--- src/rtl/alpha_blend_stream_sync_pkg.sv ---
// Shared definitions for the background/foreground stream aligner in front of the alpha blender.
// Holds the aligner state encoding, the default beat widths and small decode helpers.
package alpha_blend_stream_sync_pkg;

   localparam int BG_W = 30;
   localparam int FG_W = 40;

   typedef enum logic [0:0] {
      ST_SYNC   = 1'b0,
      ST_STREAM = 1'b1
   } sync_state_e;

   // True when exactly one of two markers is set, i.e. the streams disagree on a boundary.
   function automatic logic odd_one(input logic a, input logic b);
      return a ^ b;
   endfunction

endpackage

--- src/rtl/alpha_blend_stream_sync_pipe_reg.sv ---
// Single-stage valid/ready register; accepts a new beat whenever it is empty or being drained.
// Used as the registered output stage of the stream aligner.
module stream_pipe_reg #(
   parameter int W = 8
) (
   input  logic         clk,
   input  logic         reset_n,
   input  logic [W-1:0] in_data,
   input  logic         in_valid,
   output logic         in_ready,
   output logic [W-1:0] out_data,
   output logic         out_valid,
   input  logic         out_ready
);

   logic [W-1:0] data_d, data_q;
   logic         valid_d, valid_q;

   // Upstream may load when the stage is empty or its beat leaves this cycle.
   always_comb begin
      in_ready = ~valid_q | out_ready;
   end

   // Next-state for the held beat.
   always_comb begin
      data_d  = data_q;
      valid_d = valid_q;
      if (in_valid && in_ready) begin
         data_d  = in_data;
         valid_d = 1'b1;
      end else if (out_ready) begin
         valid_d = 1'b0;
      end else begin
         valid_d = valid_q;
      end
   end

   // Stage storage.
   always_ff @(posedge clk or negedge reset_n) begin
      if (!reset_n) begin
         data_q  <= {W{1'b0}};
         valid_q <= 1'b0;
      end else begin
         data_q  <= data_d;
         valid_q <= valid_d;
      end
   end

   assign out_data  = data_q;
   assign out_valid = valid_q;

endmodule

--- src/rtl/alpha_blend_stream_sync.sv ---
// Aligns background and foreground Avalon-ST streams on start-of-packet, flushes stale beats
// after a misalignment and hands registered pairs to the blender with frame/resync status.
module alpha_blend_stream_sync
   import alpha_blend_stream_sync_pkg::*;
#(
   parameter int BG_WIDTH  = BG_W,
   parameter int FG_WIDTH  = FG_W,
   parameter int CNT_WIDTH = 16
) (
   input  logic                 clk,
   input  logic                 reset_n,
   input  logic [BG_WIDTH-1:0]  bg_data,
   input  logic                 bg_startofpacket,
   input  logic                 bg_endofpacket,
   input  logic                 bg_valid,
   output logic                 bg_ready,
   input  logic [FG_WIDTH-1:0]  fg_data,
   input  logic                 fg_startofpacket,
   input  logic                 fg_endofpacket,
   input  logic                 fg_valid,
   output logic                 fg_ready,
   output logic [BG_WIDTH-1:0]  pair_bg_data,
   output logic [FG_WIDTH-1:0]  pair_fg_data,
   output logic                 pair_startofpacket,
   output logic                 pair_endofpacket,
   output logic                 pair_valid,
   input  logic                 pair_ready,
   output logic [CNT_WIDTH-1:0] frame_count,
   output logic [CNT_WIDTH-1:0] resync_count,
   output logic                 misalign
);

   localparam int PAY_W = BG_WIDTH + FG_WIDTH + 2;
   localparam logic [CNT_WIDTH-1:0] CNT_ONE = {{(CNT_WIDTH-1){1'b0}}, 1'b1};
   localparam logic [CNT_WIDTH-1:0] CNT_MAX = {CNT_WIDTH{1'b1}};

   sync_state_e          state_d, state_q;
   logic [CNT_WIDTH-1:0] frame_count_d, frame_count_q;
   logic [CNT_WIDTH-1:0] resync_count_d, resync_count_q;
   logic                 misalign_d, misalign_q;

   logic             both_valid_s;
   logic             pair_req_s;
   logic             sop_clash_s;
   logic             bg_flush_s;
   logic             fg_flush_s;
   logic             out_free_s;
   logic             load_s;
   logic             frame_done_s;
   logic             misalign_det_s;
   logic [PAY_W-1:0] pay_in_s;
   logic [PAY_W-1:0] pay_out_s;

   // Decide whether the current heads may be paired, flushed or signal a boundary clash.
   always_comb begin
      both_valid_s = bg_valid & fg_valid;
      pair_req_s   = 1'b0;
      sop_clash_s  = 1'b0;
      bg_flush_s   = 1'b0;
      fg_flush_s   = 1'b0;
      case (state_q)
         ST_SYNC: begin
            // Non-SOP heads are stale and dropped; SOP heads wait for their partner.
            bg_flush_s = bg_valid & ~bg_startofpacket;
            fg_flush_s = fg_valid & ~fg_startofpacket;
            pair_req_s = both_valid_s & bg_startofpacket & fg_startofpacket;
         end
         ST_STREAM: begin
            if (both_valid_s && (bg_startofpacket || fg_startofpacket)) begin
               sop_clash_s = 1'b1;
            end else begin
               pair_req_s = both_valid_s;
            end
         end
         default: begin
            pair_req_s = 1'b0;
         end
      endcase
   end

   assign pay_in_s = {fg_startofpacket, bg_endofpacket | fg_endofpacket, fg_data, bg_data};

   stream_pipe_reg #(
      .W(PAY_W)
   ) u_out_stage (
      .clk      (clk),
      .reset_n  (reset_n),
      .in_data  (pay_in_s),
      .in_valid (pair_req_s),
      .in_ready (out_free_s),
      .out_data (pay_out_s),
      .out_valid(pair_valid),
      .out_ready(pair_ready)
   );

   // Handshakes, state transitions and status updates driven by the load decision.
   always_comb begin
      load_s         = pair_req_s & out_free_s;
      bg_ready       = reset_n & (load_s | bg_flush_s);
      fg_ready       = reset_n & (load_s | fg_flush_s);
      frame_done_s   = 1'b0;
      misalign_det_s = sop_clash_s;
      state_d        = state_q;
      if (sop_clash_s) begin
         state_d = ST_SYNC;
      end else if (load_s) begin
         if (bg_endofpacket && fg_endofpacket) begin
            frame_done_s = 1'b1;
            state_d      = ST_SYNC;
         end else if (odd_one(bg_endofpacket, fg_endofpacket)) begin
            // A one-sided EOP still ships the beat but the frame is not counted.
            misalign_det_s = 1'b1;
            state_d        = ST_SYNC;
         end else begin
            state_d = ST_STREAM;
         end
      end else begin
         state_d = state_q;
      end

      if (frame_done_s) begin
         frame_count_d = frame_count_q + CNT_ONE;
      end else begin
         frame_count_d = frame_count_q;
      end

      if (misalign_det_s && (resync_count_q != CNT_MAX)) begin
         resync_count_d = resync_count_q + CNT_ONE;
      end else begin
         resync_count_d = resync_count_q;
      end

      misalign_d = misalign_det_s;
   end

   // Aligner state, status counters and the registered misalign pulse.
   always_ff @(posedge clk or negedge reset_n) begin
      if (!reset_n) begin
         state_q        <= ST_SYNC;
         frame_count_q  <= {CNT_WIDTH{1'b0}};
         resync_count_q <= {CNT_WIDTH{1'b0}};
         misalign_q     <= 1'b0;
      end else begin
         state_q        <= state_d;
         frame_count_q  <= frame_count_d;
         resync_count_q <= resync_count_d;
         misalign_q     <= misalign_d;
      end
   end

   assign pair_bg_data       = pay_out_s[BG_WIDTH-1:0];
   assign pair_fg_data       = pay_out_s[BG_WIDTH +: FG_WIDTH];
   assign pair_endofpacket   = pay_out_s[PAY_W-2];
   assign pair_startofpacket = pay_out_s[PAY_W-1];
   assign frame_count        = frame_count_q;
   assign resync_count       = resync_count_q;
   assign misalign           = misalign_q;

endmodule

--- config.mk ---
export PLATFORM = sky130hd
export DESIGN_NAME = alpha_blend_stream_sync
export DESIGN_NICKNAME = d
export VERILOG_FILES = /design/src/rtl/alpha_blend_stream_sync_pkg.sv /design/src/rtl/alpha_blend_stream_sync_pipe_reg.sv /design/src/rtl/alpha_blend_stream_sync.sv
export SDC_FILE = /design/constraint.sdc
export NUM_CORES = 1
export LEC_CHECK = 0
export ABC_AREA = 1
export BUFFER_PORTS_ARGS = -buffer_cell sky130_fd_sc_hd__buf_2
export CAP_MARGIN = 25
export CORE_MARGIN = 5
export CORE_UTILIZATION = 35
export CTS_BUF_LIST = sky130_fd_sc_hd__clkbuf_8 sky130_fd_sc_hd__clkbuf_16
export CTS_CLUSTER_DIAMETER = 60
export CTS_CLUSTER_SIZE = 30
export DETAILED_ROUTE_END_ITERATION = 8
export GPL_ROUTABILITY_DRIVEN = 0
export HOLD_SLACK_MARGIN = 0.12
export PLACE_DENSITY = 0.69
export SYNTH_ARGS = -nofsm -noshare
export SYNTH_HDL_FRONTEND = slang
export SYNTH_SLANG_ARGS = --single-unit
--- constraint.sdc ---
create_clock -name clk -period 1.8 [get_ports clk]
set_clock_uncertainty 0.2 [all_clocks]
set_input_delay 0.18 -clock clk [delete_from_list [all_inputs] [get_ports clk]]
set_output_delay 0.18 -clock clk [all_outputs]
set_load 0.1 [all_outputs]
# After elaboration in Yosys (flattened, before gate mapping)
# Index checks and enable logic that the tools add are counted.
# totals
register_bits,107
input_bits,79
wordCells,52
# classes
addsub,2
n_eq_ne,1
muxes,19
bitwise,17
reduce_logical,7
# ops
operator,n
$add A16 B1 Y16 const B,2
$mux W1,18
$ne A16 B16 Y1 const B,1
$and A1 B1 Y1,8
$logic_and A1 B1 Y1,4
$not A1 Y1,4
$or A1 B1 Y1,4
$reduce_bool A2 Y1,2
$pmux W1 S2,1
$logic_or A1 B1 Y1,1
$xor A1 B1 Y1,1

# Depth between registers and ports, before layout
# logic_depth
word_depth,8
depth_mapped,10
ltp_nobuf,9

# Hierarchy
# Synthesis repeated with hierarchy kept, for this count alone.
# hier_totals
hier_cells,618
area_unflattened_um2,5066.1
# by_module_without_submodules
mod,n_inst,cells_each,area_per_inst_um2
stream_pipe_reg,1,316,2931.6
alpha_blend_stream_sync,1,302,2134.5

# Worst setup path after synthesis
# OpenSTA, ideal clock, no wires.
# synth_path
path_type,flip-flop to output port
start,"register u_out_stage.valid_q, in the netlist u_out_stage.out_valid"
end,output port bg_ready
t_arrival_ns,2.868
required_time_ns,1.420
setup_slack_ns,-1.448
stages_incl_launch_ff,5
n_path_buf,1
cell_sequence,dfrtp_1 nand2_1 nand3_2 clkbuf_1 a21oi_1
# synth_via
elab_chain_cells,5
# synth_rtl
element,line,rtl
start: declaration,alpha_blend_stream_sync_pipe_reg.sv:17,"logic valid_d, valid_q;"
start signal: assignment,alpha_blend_stream_sync_pipe_reg.sv:45,valid_q <= valid_d;
$not A1 Y1,alpha_blend_stream_sync_pipe_reg.sv:21,in_ready = ~valid_q | out_ready;
$or A1 B1 Y1,alpha_blend_stream_sync_pipe_reg.sv:21,
$and A1 B1 Y1,alpha_blend_stream_sync.sv:98,load_s = pair_req_s & out_free_s;
$or A1 B1 Y1,alpha_blend_stream_sync.sv:99,bg_ready = reset_n & (load_s | bg_flush_s);
$and A1 B1 Y1,alpha_blend_stream_sync.sv:99,
end: declaration,alpha_blend_stream_sync.sv:16,"output logic bg_ready,"
# Every way passes these cells.

# Final worst setup path
# layout_path
start,register state_q
end,output port bg_ready
# layout_via
elab_chain_cells,5
# layout_rtl
element,line,rtl
start: declaration,alpha_blend_stream_sync.sv:37,"sync_state_e state_d, state_q;"
start signal: assignment,alpha_blend_stream_sync.sv:144,state_q <= state_d;
$not A1 Y1,n/a,
$pmux W1 S2,alpha_blend_stream_sync.sv:61,case (state_q)
$and A1 B1 Y1,alpha_blend_stream_sync.sv:98,
$or A1 B1 Y1 (*),alpha_blend_stream_sync.sv:99,
$and A1 B1 Y1 (*),alpha_blend_stream_sync.sv:99,
# Mark *: on every way between the ends. The rest lies on a longest branch, timed or not.

==> impl_metrics.csv <==
group,metric,value,unit
run_status,status,"finished, violations left",
run_status,failed_checks,"setup timing",
sta,finalSetupViolations,2,
sta,fmax,0.5228,GHz
placement,port-buffer-count,186,
critical_path,path_buf_inv,3,
critical_path,startpoint_type,"flip-flop",
yosys,yosysMostFrequentCell,"nand2_1",
yosys,yosys.area.top_type,"dfrtp_1",
critical_path,path_cells,"inv_2, nor2_4, nor2_4, nand3_4, buf_12, a21oi_4, buf_12",
floorplan,initial_core_util,35.17,%
yosys,synth_nets,690,
critical_path,slowest_stage,"dfrtp_1",
sta,slew-limit-headroom,62.22,%
global_routing,antenna_found_initial,1,
cells_and_area,drive_above_1_share,31.88,%
cells_and_area,syn_to_final_growth,55.84,%
sta,fin_ws,-0.1127,ns
clock_tree,cts.sinks,107,
yosys,yosys-top-cells-area,"dfrtp_1 55%, nand2_1 25%, nand3_1 3.3%, inv_1 2.7%, nor2_1 2.2%",
clock_tree,cts_buffers,9,
placement,place_hpwl,9722,um
yosys,synth-async-reset-ratio,100.0,%
yosys,synthMuxAreaShare,0,%
yosys,synth_xor_area_share,2.723,%
yosys,yosys.area_share.simple,32.94,%
clock_tree,cts_root_buf,"clkbuf_16",
global_routing,grt_usage,18.79,%
placement,dp_slack,0.01198,ns
clock_tree,htree_levels,3,
yosys,synth_cell_types,22,
cells_and_area,fin_nets,973,
drt,routed_wl,15460,um
clock_tree,insertion_delay,0.34,ns
yosys,postSynthCellCount,606,
placement,dp_cells,974,
sta,rsz0062_at_grt,"yes",
yosys,synth_seq_area_share,55.50,%
floorplan,row_count,43,
floorplan,die_h,127.4,um
yosys,netlist_top_cells_count,"320 x nand2_1, 107 x dfrtp_1, 35 x inv_1",
global_routing,grt_pass1_vias,5053,
critical_path,crit_type,"reg -> out",
yosys,ys.flop_type,"dfrtp_1",
global_routing,gr-total-overflow,0,
critical_path,end_kind,"output port",
critical_path,critPathMaxFanout,4,
floorplan,dieArea,0.01623,mm2
yosys,synth_compound_area_share,2.386,%
sta,worst_pin_slew,0.5667,ns
critical_path,critPathTopFamily,"buffers and inverters",
yosys,ys_ff_latch,107,
drt,wl_per_cell,14.38,um
drt,post-route-drc-count,0,
drt,drt_iter0_markers,262,
yosys,yosysWarningCount,0,
critical_path,arrival,1.53,ns
drt,via_per_inst,4.651,
sta,final_max_slew_viol_count,0,
critical_path,max_stage_delay,0.37,ns
yosys,yosysTopAreaCellShare,55.50,%
yosys,synth_area_per_cell,7.961,um2
drt,ant_nets,0,
run,drv_cap,0,
drt,num_vias,5000,
worst_hold_path,hold_path_class,"in -> reg",
floorplan,core-area,0.01372,mm2
yosys,synth-adder-area-share,1.297,%
sta,fin_crit,1.913,ns
sta,hold_violations,0,
clock_tree,clk_path_buf_depth,2,
global_routing,grt_pass1_wl,24640,um
clock_tree,cts_tree,"done",
yosys,synth-edff-count,0,
sta,min_period_over_period,106.3,%
drt,first_pass_iters,4,
floorplan,ios,187,
global_routing,grt_start_max_net_pins,108,
cells_and_area,final_cells,1075,
sta,holdWs,0.1433,ns
critical_path,critPathRequiredTime,1.42,ns
clock_tree,clkTransAtPathRegs,0.07,ns
yosys,synth_top_family_by_area,"simple AND/OR/NAND/NOR gates",
yosys,syn_area,0.004825,mm2
floorplan,die_x,127.4,um
## worst min-delay path, stage by stage
cell and delay [ns]:
buf_2 0.11, nand3_1 0.11, nand2_2 0.08, buf_12 0.16
## routing by layer
layer	GRT usage, %	part of all wire [%]	vias up
met5	0	0.084	-
li1	-	-	2434
met3	5.226	7.3	33
met1	22.83	40	2328
met4	8.517	2.8	2
met2	31.09	50	203
## placed cells by master, fill, tap and decap left out, drive strengths merged, types with 6 or more instances in the layout
master	Yosys	final
nand3	33	33
nor3	8	8
xor2	12	12
o21ai	20	20
nand4	6	6
nand2	321	322
nor2	30	30
dfrtp	107	107
clkbuf	6	11
dlygate4sd3	0	77
buf	15	213
inv	36	37
## registers in the layout, summed over array words and instances (netlist names)
signal	flops
misalign	1
u_out_stage.out_valid	1
u_out_stage.out_data	72
state_q	1
resync_count	16
frame_count	16
## stage by stage
stage | util, % | cell area, um2 | TNS, ns
global placement | 45.71 | 6271 | 0
floorplan | - | 4990 | -3.854
detailed placement | 45.71 | 6271 | 0
finish | 54.80 | 7518 | -0.2243
global route | 54.78 | 7516 | -0.3621
CTS | 53.98 | 7406 | -0.3170
## logic make-up after synthesis
kind of cell    count (synthesis)
compound gates                 23
xor+xnor                       15
fa+ha+maj                       5
buf+inv                        57
flops                         107
simple gates                  399
## timing repair
action,4_1_cts,5_1_grt
pin swaps,5,2
hold endpoints to repair,181,0
setup buffers,3,0
endpoints found under the setup margin,4,86
hold buffers,77,0
gates cloned,0,4
gates resized for setup,7,12
## final timing paths
| path | startpoint | endpoint | slack (ns) | depth (start not counted) |
|---|---|---|---|---|
| worst min-delay path | bg_valid | misalign | 0.14 | 4 |
| worst min register to register | u_out_stage.out_data[0] | u_out_stage.out_data[0] | 0.28 | 2 |
| max in group asynchronous | reset_n | u_out_stage.out_valid | 0.59 | 3 |
| worst max-delay path | state_q | bg_ready | -0.11 | 7 |
| worst max register to register | state_q | u_out_stage.out_data[23] | 0.08 | 10 |
| min in group asynchronous | reset_n | state_q | 0.34 | 3 |
## cell type report
type,instances,area [um2]
timing repair buffer,292,2064
sequential,107,2736
inverter,36,137.6
multi-input combinational,443,2038
clock inverter,7,88.84
antenna,1,2.502
tap,180,225.2
clock buffer,9,225.2
fill,1202,6201
Power is not shown: default switching activity piles up to over one toggle a cycle in this logic, so the estimate is an artifact.
